`config.mk`:
```
export PLATFORM = sky130hd
export DESIGN_NAME = pc_gen_flat
export DESIGN_NICKNAME = d
export VERILOG_FILES = /design/src/rtl/pc_gen_if.sv /design/src/rtl/pc_gen.sv /design/src/flat_wrapper.sv
export SDC_FILE = /design/constraint.sdc
export NUM_CORES = 1
export LEC_CHECK = 0
export ABC_AREA = 1
export BUFFER_PORTS_ARGS = -buffer_cell sky130_fd_sc_hd__buf_4
export CAP_MARGIN = 20
export CORE_ASPECT_RATIO = 2
export CORE_UTILIZATION = 35
export CTS_CLUSTER_DIAMETER = 30
export CTS_CLUSTER_SIZE = 28
export DETAILED_ROUTE_END_ITERATION = 10
export HOLD_SLACK_MARGIN = 0.15
export PLACE_DENSITY = 0.67
export SLEW_MARGIN = 20
export SYNTH_ARGS = -nofsm -noshare
export SYNTH_HDL_FRONTEND = slang
export SYNTH_SLANG_ARGS = --single-unit
```
`constraint.sdc`:
```
create_clock -name clk -period 4.7 [get_ports clk]
set_clock_uncertainty 0.1 [all_clocks]
set_input_delay 0.235 -clock clk [delete_from_list [all_inputs] [get_ports clk]]
set_output_delay 0.235 -clock clk [all_outputs]
set_load 0.01 [all_outputs]
```
`src/rtl/pc_gen_if.sv`:
```
// Fetch-address generator bus: redirect requests, stall and memory handshake
// in, fetch address and status pulses out.
interface pc_gen_if #(
  parameter int ADDR_WIDTH = 32
);
  logic                  trap_en_i;
  logic [ADDR_WIDTH-1:0] trap_addr_i;
  logic                  jmp_en_i;
  logic [ADDR_WIDTH-1:0] jmp_addr_i;
  logic                  hold_i;
  logic                  fetch_ready_i;
  logic [ADDR_WIDTH-1:0] pc_o;
  logic                  pc_valid_o;
  logic                  flush_o;
  logic                  misalign_o;
  logic                  redirect_pending_o;

  // Core/pipeline side: drives redirects, stall and memory ready.
  modport master (
    output trap_en_i, trap_addr_i, jmp_en_i, jmp_addr_i, hold_i, fetch_ready_i,
    input  pc_o, pc_valid_o, flush_o, misalign_o, redirect_pending_o
  );

  // PC generator side.
  modport slave (
    input  trap_en_i, trap_addr_i, jmp_en_i, jmp_addr_i, hold_i, fetch_ready_i,
    output pc_o, pc_valid_o, flush_o, misalign_o, redirect_pending_o
  );
endinterface

```
`src/rtl/pc_gen.sv`:
```
// Fetch PC generator: sequential increment on accepted fetches, trap/jump
// redirects (trap first), redirect capture while stalled, target alignment
// and a one-cycle flush pulse on every applied redirect.
module pc_gen #(
  parameter int                    ADDR_WIDTH = 32,
  parameter logic [ADDR_WIDTH-1:0] RST_ADDR   = '0,
  parameter int                    INC        = 4,
  parameter int                    ALIGN_BITS = 2
) (
  input  logic     clk,
  input  logic     rst_n,
  pc_gen_if.slave  bus
);

  localparam logic [ADDR_WIDTH-1:0] ALIGN_MASK =
    ADDR_WIDTH'((64'd1 << ALIGN_BITS) - 64'd1);
  localparam logic [ADDR_WIDTH-1:0] INC_W = ADDR_WIDTH'(INC);

  logic [ADDR_WIDTH-1:0] pc_q, pc_d;
  logic                  vld_q, vld_d;
  logic                  flush_q, flush_d;
  logic                  misalign_q, misalign_d;
  logic                  pend_vld_q, pend_vld_d;
  logic                  pend_trap_q, pend_trap_d;
  logic [ADDR_WIDTH-1:0] pend_addr_q, pend_addr_d;

  logic                  redir_act;
  logic [ADDR_WIDTH-1:0] redir_addr;

  // Redirect source selection: live trap, pending trap, live jump, pending jump.
  always_comb begin
    redir_act  = bus.trap_en_i | pend_vld_q | bus.jmp_en_i;
    redir_addr = pend_addr_q;
    if (bus.trap_en_i) begin
      redir_addr = bus.trap_addr_i;
    end else if (pend_vld_q && pend_trap_q) begin
      redir_addr = pend_addr_q;
    end else if (bus.jmp_en_i) begin
      redir_addr = bus.jmp_addr_i;
    end
  end

  // Next-state: redirect beats sequential fetch; a stall only captures redirects.
  always_comb begin
    pc_d        = pc_q;
    vld_d       = 1'b1;
    flush_d     = 1'b0;
    misalign_d  = 1'b0;
    pend_vld_d  = pend_vld_q;
    pend_trap_d = pend_trap_q;
    pend_addr_d = pend_addr_q;
    if (!bus.hold_i) begin
      if (redir_act) begin
        // The in-flight fetch is abandoned, so memory ready is irrelevant here.
        pc_d       = redir_addr & ~ALIGN_MASK;
        misalign_d = |(redir_addr & ALIGN_MASK);
        flush_d    = 1'b1;
        pend_vld_d  = 1'b0;
        pend_trap_d = 1'b0;
      end else if (vld_q && bus.fetch_ready_i) begin
        pc_d = pc_q + INC_W;
      end
    end else begin
      if (bus.trap_en_i) begin
        pend_vld_d  = 1'b1;
        pend_trap_d = 1'b1;
        pend_addr_d = bus.trap_addr_i;
      end else if (bus.jmp_en_i && !(pend_vld_q && pend_trap_q)) begin
        // A captured trap outranks any later jump, which is then dropped.
        pend_vld_d  = 1'b1;
        pend_trap_d = 1'b0;
        pend_addr_d = bus.jmp_addr_i;
      end
    end
  end

  // State registers; reset clears everything including any captured redirect.
  always_ff @(posedge clk or negedge rst_n) begin
    if (!rst_n) begin
      pc_q        <= RST_ADDR;
      vld_q       <= 1'b0;
      flush_q     <= 1'b0;
      misalign_q  <= 1'b0;
      pend_vld_q  <= 1'b0;
      pend_trap_q <= 1'b0;
      pend_addr_q <= '0;
    end else begin
      pc_q        <= pc_d;
      vld_q       <= vld_d;
      flush_q     <= flush_d;
      misalign_q  <= misalign_d;
      pend_vld_q  <= pend_vld_d;
      pend_trap_q <= pend_trap_d;
      pend_addr_q <= pend_addr_d;
    end
  end

  assign bus.pc_o               = pc_q;
  assign bus.pc_valid_o         = vld_q;
  assign bus.flush_o            = flush_q;
  assign bus.misalign_o         = misalign_q;
  assign bus.redirect_pending_o = pend_vld_q;

endmodule

```
`src/flat_wrapper.sv`:
```
// flat-port wrapper written by rule: the top's interface ports become plain ports
module pc_gen_flat 
#(
  parameter int                    ADDR_WIDTH = 32,
  parameter logic [ADDR_WIDTH-1:0] RST_ADDR   = '0,
  parameter int                    INC        = 4,
  parameter int                    ALIGN_BITS = 2
)
  (clk, rst_n, bus_trap_en_i, bus_trap_addr_i, bus_jmp_en_i, bus_jmp_addr_i, bus_hold_i, bus_fetch_ready_i, bus_pc_o, bus_pc_valid_o, bus_flush_o, bus_misalign_o, bus_redirect_pending_o);
  pc_gen_if #(.ADDR_WIDTH(ADDR_WIDTH)) bus_i ();
  input  logic clk;
  input  logic rst_n;
  input wire logic [$bits(bus_i.trap_en_i)-1:0] bus_trap_en_i;
  input wire logic [$bits(bus_i.trap_addr_i)-1:0] bus_trap_addr_i;
  input wire logic [$bits(bus_i.jmp_en_i)-1:0] bus_jmp_en_i;
  input wire logic [$bits(bus_i.jmp_addr_i)-1:0] bus_jmp_addr_i;
  input wire logic [$bits(bus_i.hold_i)-1:0] bus_hold_i;
  input wire logic [$bits(bus_i.fetch_ready_i)-1:0] bus_fetch_ready_i;
  output wire logic [$bits(bus_i.pc_o)-1:0] bus_pc_o;
  output wire logic [$bits(bus_i.pc_valid_o)-1:0] bus_pc_valid_o;
  output wire logic [$bits(bus_i.flush_o)-1:0] bus_flush_o;
  output wire logic [$bits(bus_i.misalign_o)-1:0] bus_misalign_o;
  output wire logic [$bits(bus_i.redirect_pending_o)-1:0] bus_redirect_pending_o;
  assign bus_i.trap_en_i = bus_trap_en_i;
  assign bus_i.trap_addr_i = bus_trap_addr_i;
  assign bus_i.jmp_en_i = bus_jmp_en_i;
  assign bus_i.jmp_addr_i = bus_jmp_addr_i;
  assign bus_i.hold_i = bus_hold_i;
  assign bus_i.fetch_ready_i = bus_fetch_ready_i;
  assign bus_pc_o = bus_i.pc_o;
  assign bus_pc_valid_o = bus_i.pc_valid_o;
  assign bus_flush_o = bus_i.flush_o;
  assign bus_misalign_o = bus_i.misalign_o;
  assign bus_redirect_pending_o = bus_i.redirect_pending_o;
  pc_gen #(.ADDR_WIDTH(ADDR_WIDTH), .RST_ADDR(RST_ADDR), .INC(INC), .ALIGN_BITS(ALIGN_BITS)) u_core (.clk(clk), .rst_n(rst_n), .bus(bus_i));
endmodule
```
### Yosys cells after proc, flatten, opt, wreduce, memory -nomap -nowiden

Cells that the tools add are included.

* add/subtract/negate cells: 1
* equal/unequal tests: 1
* muxes and demuxes: 18
* bitwise operators: 3
* reduce and logical (&&, ||, !) cells: 11

Operators by type and width (count)
* 2-to-1 mux 32 bit: 7
* adder 32 x 3 -> 32 bit, second input constant: 1
* 2-to-1 mux 1 bit: 11
* AND reduction 2 bit: 3
* nonzero test 2 bit: 3
* logical AND 1 bit: 3
* != test 3 x 2 -> 1 bit, second input constant: 1
* bitwise OR 1 bit: 2
* OR reduction 2 bit: 1
* zero test 1 bit: 1
* inverter 1 bit: 1

* bits in registers: 69
* output and inout bits: 36
* logic and storage cells: 41

### Logic depth before layout (Yosys ltp)

* word-level depth: 6
* gate-level depth with buffers: 10
* mapped depth without buffers: 10

### Least setup slack after synthesis

OpenSTA, ideal clock, no wires.

* path type: register to register
* from: register u_core.pc_q[2] (netlist: u_core.bus.pc_o[2])
* to: register u_core.pc_q[26] (netlist: u_core.bus.pc_o[26])
* library setup time: 0.077 ns
* data arrival time: 1.403 ns
* data required time: 4.523 ns
* setup slack: 3.120 ns
* cell stages (with the launch flop): 10
* path buffers: 0
* clock period less this slack: 1.580 ns
* cells stage by stage: dfrtp_1 ha_1 nand2_1 nor2_1 nand2_2 nor2_2 nand2_1 nand2_1 nand3_1 a21oi_1

* cells in the longest elaborated chain, start to end: 3

RTL lines
* start: declaration: RTL line pc_gen.sv:19 `logic [ADDR_WIDTH-1:0] pc_q, pc_d;`
* start signal: assignment: RTL line pc_gen.sv:88 `pc_q <= pc_d;`
* adder 32 x 3 -> 32 bit: RTL line pc_gen.sv:61 `pc_d = pc_q + INC_W;`
* 2-to-1 mux 32 bit: RTL line pc_gen.sv:60 `end else if (vld_q && bus.fetch_ready_i) begin`
* 2-to-1 mux 32 bit: RTL line pc_gen.sv:53 `if (redir_act) begin`

Every way passes these cells. The select of a mux whose other input is x is not followed.
A chain may end at the register's enable or synchronous reset.

### Worst setup path in the final report

* from: register u_core.pend_vld_q (netlist: u_core.bus.redirect_pending_o)
* to: register u_core.pend_addr_q[16]

* cells in the longest elaborated chain, start to end: 5

RTL lines
* start: declaration: RTL line pc_gen.sv:23 `logic pend_vld_q, pend_vld_d;`
* start signal: assignment: RTL line pc_gen.sv:92 `pend_vld_q <= pend_vld_d;`
* logical AND 1 bit: RTL line pc_gen.sv:68 `end else if (bus.jmp_en_i && !(pend_vld_q && pend_trap_q)) begin`
* zero test 1 bit: RTL line pc_gen.sv:68
* logical AND 1 bit: RTL line pc_gen.sv:68
* nonzero test 2 bit (no line)
* AND reduction 2 bit (no line)
* end signal: assignment: RTL line pc_gen.sv:94 `pend_addr_q <= pend_addr_d;`
* end: declaration: RTL line pc_gen.sv:25 `logic [ADDR_WIDTH-1:0] pend_addr_q, pend_addr_d;`

Every way passes these cells.

==> results_dict.tcl <==
set metrics [dict create \
    path_class "reg2reg" \
    tns_ns 0 \
    cpPeakStageDelay_ns 0.98 \
    dr_wl_met3_um 557 \
    p_leak_nw 3.04 \
    dr_wl_met2_mm 7.78 \
    hpwl_mm 10.4 \
    power_density_nw_per_um2 337 \
    period_share 0.693 \
    pwr-share-comb 0.263 \
    met1_length_mm 5.56 \
    die_area_um2 13600 \
    async_reset_ff_frac 1.00 \
    syn_area_um2 4580 \
    port-buffer-count 103 \
    grt_max_degree 68 \
    clockBufferDepth 2 \
    top_layer_used "met4" \
    final_core_util 0.482 \
    synth_area_leaders "dfrtp_1 37%, nand2_1 19%, o21ai_0 7.1%" \
    wirelength_mm 14.6 \
    first_iter_violations 316 \
    antenna_found_initial 0 \
    synth_seq_area_share 0.366 \
    reg2reg_depth 6 \
    postCtsSetupRepairBufs 0 \
    synth_edf_count 0 \
    max_slew_margin 0.333 \
    crit_fanout 43 \
    synth_top_cell_area_share 0.366 \
    layout-drive-gt1-share 0.169 \
    first_pass_iters 7 \
    cts-root-buf "clkbuf_16" \
    numClockSinks 67 \
    worst_slack_ns 1.44 \
    synth-main-ff-cell "dfrtp_1" \
    vias 5053 \
    post-route-drc-count 0 \
    crit_path_frequent_cell "nand2_2" \
    final_antenna_net_count 0 \
    maxCapViolations 0 \
    p_int_w 0.00138 \
    setup_viol 0 \
    grt_overflow 0 \
    gp_congestion 0.865 \
    cts_htree_levels 3 \
    wl_per_cell_um 14.6 \
    pre_cts_slack_ns 1.82 \
    grt_pass1_wl_mm 23.2 \
    pwr-share-seq 0.371 \
    p_sw_frac 0.325 \
    yosys.area.top_type "dfrtp_1" \
    finalHoldViolations 0 \
    die_w_um 82.9 \
    cts_buffers 9 \
    rsz0062_at_grt "false" \
    core_area_um2 12600 \
    fmax_ghz 0.307 \
    start_util 0.362 \
    num-nets-final 914 \
    routed_via_density 5.06 \
    crit_path_start_kind "register" \
    rows 58 \
    outcome "complete, no violations" \
    worstPathRequired_ns 4.88 \
    first_global_vias 4752 \
    synth_cell_types 29 \
    syn_area_per_cell_um2 6.32 \
    clkTransAtPathRegs_ns 0.06 \
    ys_ff_latch 67 \
    diodes 0 \
    switching_power_w 0.000666 \
    clock_power_share 0.366 \
    insertion_delay_ns 0.34 \
    globalRouteTotalUtil 0.216 \
    syn_inst 724 \
    cp-end-kind "register" \
    fp.dieH_um 164 \
    finalInstanceArea_um2 6080 \
    period_minus_slack_ns 3.26 \
    min_path_cells 5 \
    worst_pin_slew_ns 0.997 \
    ir_worst_vdd_mv 0.237 \
    ys_warn_count 0 \
    min_path_type "in2reg" \
    cts_tree "yes" \
    crit_chain "nand2_2, nand2_2, o21ai_4, nor2_1, a31oi_1, dlygate4sd3_1" \
    syn2layout_area_growth_pct 33.0 \
    cp_slowest_cell "o21ai_4" \
    dpl_cell_area_um2 5390 \
    ios 106 \
    worstPathArrival_ns 3.44 \
    final_max_slew_viol_count 0 \
]
[cells in the mapped netlist (2+ instances only)]
library cell,count
nand3_1,62
nand3b_1,3
nand4_1,3
dfrtp_1,67
o211ai_1,6
xnor2_1,3
nand2_2,5
a21oi_1,40
o21ai_1,4
buf_4,3
a31oi_1,15
nor2_2,7
nor2_1,82
conb_1,2
inv_2,4
clkbuf_1,8
o21ai_0,65
inv_1,75
nand2_1,236
buf_2,25
[placed cells by master (no fill, tap or decap), drive strengths merged, types with 3 or more instances in the layout]
cell / synthesis / layout
o211ai: 6 / 6
a31oi: 15 / 15
a21oi: 41 / 41
inv: 79 / 79
xnor2: 3 / 3
o21ai: 70 / 70
nor2: 90 / 90
clkbuf: 8 / 10
buf: 28 / 106
nand2: 242 / 242
conb: 2 / 3
nand3b: 3 / 3
dfrtp: 67 / 67
dlygate4sd3: 0 / 37
nand3: 62 / 62
nand4: 3 / 3
[critical path: cells and delay by family, from the launching register on]
family | cells | cell delay, ns
AOI/OAI and AO/OA | 2 | 1.18
and+or+nand+nor | 3 | 0.88
DFF | 1 | 0.44
buffers and inverters | 1 | 0.57
[sequential cells by signal, indices dropped and copies added, names as in the netlist]
name,cells
u_core.bus.redirect_pending_o,1
u_core.bus.flush_o,1
u_core.bus.misalign_o,1
u_core.pend_addr_q,32
u_core.pend_trap_q,1
u_core.bus.pc_valid_o,1
u_core.bus.pc_o,30
[per-stage QoR]
step | hold slack (ns) | std cells | power, W
detailed placement | 0.316 | 945 | 0.00127
finish | 0.151 | 998 | 0.00205
floorplan | -0.161 | 725 | 0.00104
global route | 0.185 | 998 | 0.00216
CTS | 0.151 | 998 | 0.00206
global placement | 0.307 | 945 | 0.00126
[path summary, 6_finish.rpt]
| check | start | slack, ns | endpoint |
|---|---|---|---|
| worst min-delay path | bus_trap_addr_i[26] | 0.15 | u_core.pend_addr_q[26] |
| min in group asynchronous | rst_n | 0.44 | u_core.pend_addr_q[15] |
| max in group asynchronous | rst_n | 3.42 | u_core.pend_addr_q[7] |
| worst max register to register | u_core.bus.redirect_pending_o | 1.44 | u_core.pend_addr_q[16] |
| worst max-delay path | u_core.bus.redirect_pending_o | 1.44 | u_core.pend_addr_q[16] |
| worst min register to register | u_core.pend_addr_q[26] | 0.44 | u_core.pend_addr_q[26] |
[area by class of cell]
| type | count | area [µm²] |
|---|---|---|
| well taps | 150 | 188 |
| multi-input cells | 543 | 2430 |
| repair buffers | 143 | 1170 |
| clock buffers | 10 | 239 |
| flip-flops and latches | 67 | 1680 |
| clock inverters | 6 | 88.8 |
| fillers | 1348 | 6540 |
| inverters | 79 | 297 |
[layer usage]
layer	vias up	global-route usage
met4	0	0.124
met5	-	0
met3	34	0.0276
met2	150	0.395
li1	2542	-
met1	2327	0.237
[power by group through the flow]
| stage | combinational, W | sequential (W) | clock (W) |
|---|---|---|---|
| finish | 0.000538 | 0.000761 | 0.000751 |
| global route | 0.000606 | 0.000773 | 0.000786 |
| CTS | 0.000538 | 0.000761 | 0.000764 |
| detailed placement | 0.000495 | 0.000771 | 0 |
| global placement | 0.000490 | 0.000769 | 0 |
| floorplan | 0.000283 | 0.000759 | 0 |
[kinds of logic after synthesis]
group	synth area share
AO/OA/AOI/OAI	0.157
adder cells (fa/ha/maj)	0.00273
flip-flops	0.366
other	0.00164
XOR/XNOR	0.00574
AND/OR/NAND/NOR	0.363
buffers and inverters	0.104
[timing repair]
item                       4_1_cts  5_1_grt
setup endpoints to repair        0        0
hold buffers                    37        0
resized for setup                0        0
hold endpoints to repair        91        0
No activity file was read; power rests on OpenSTA's default activity.
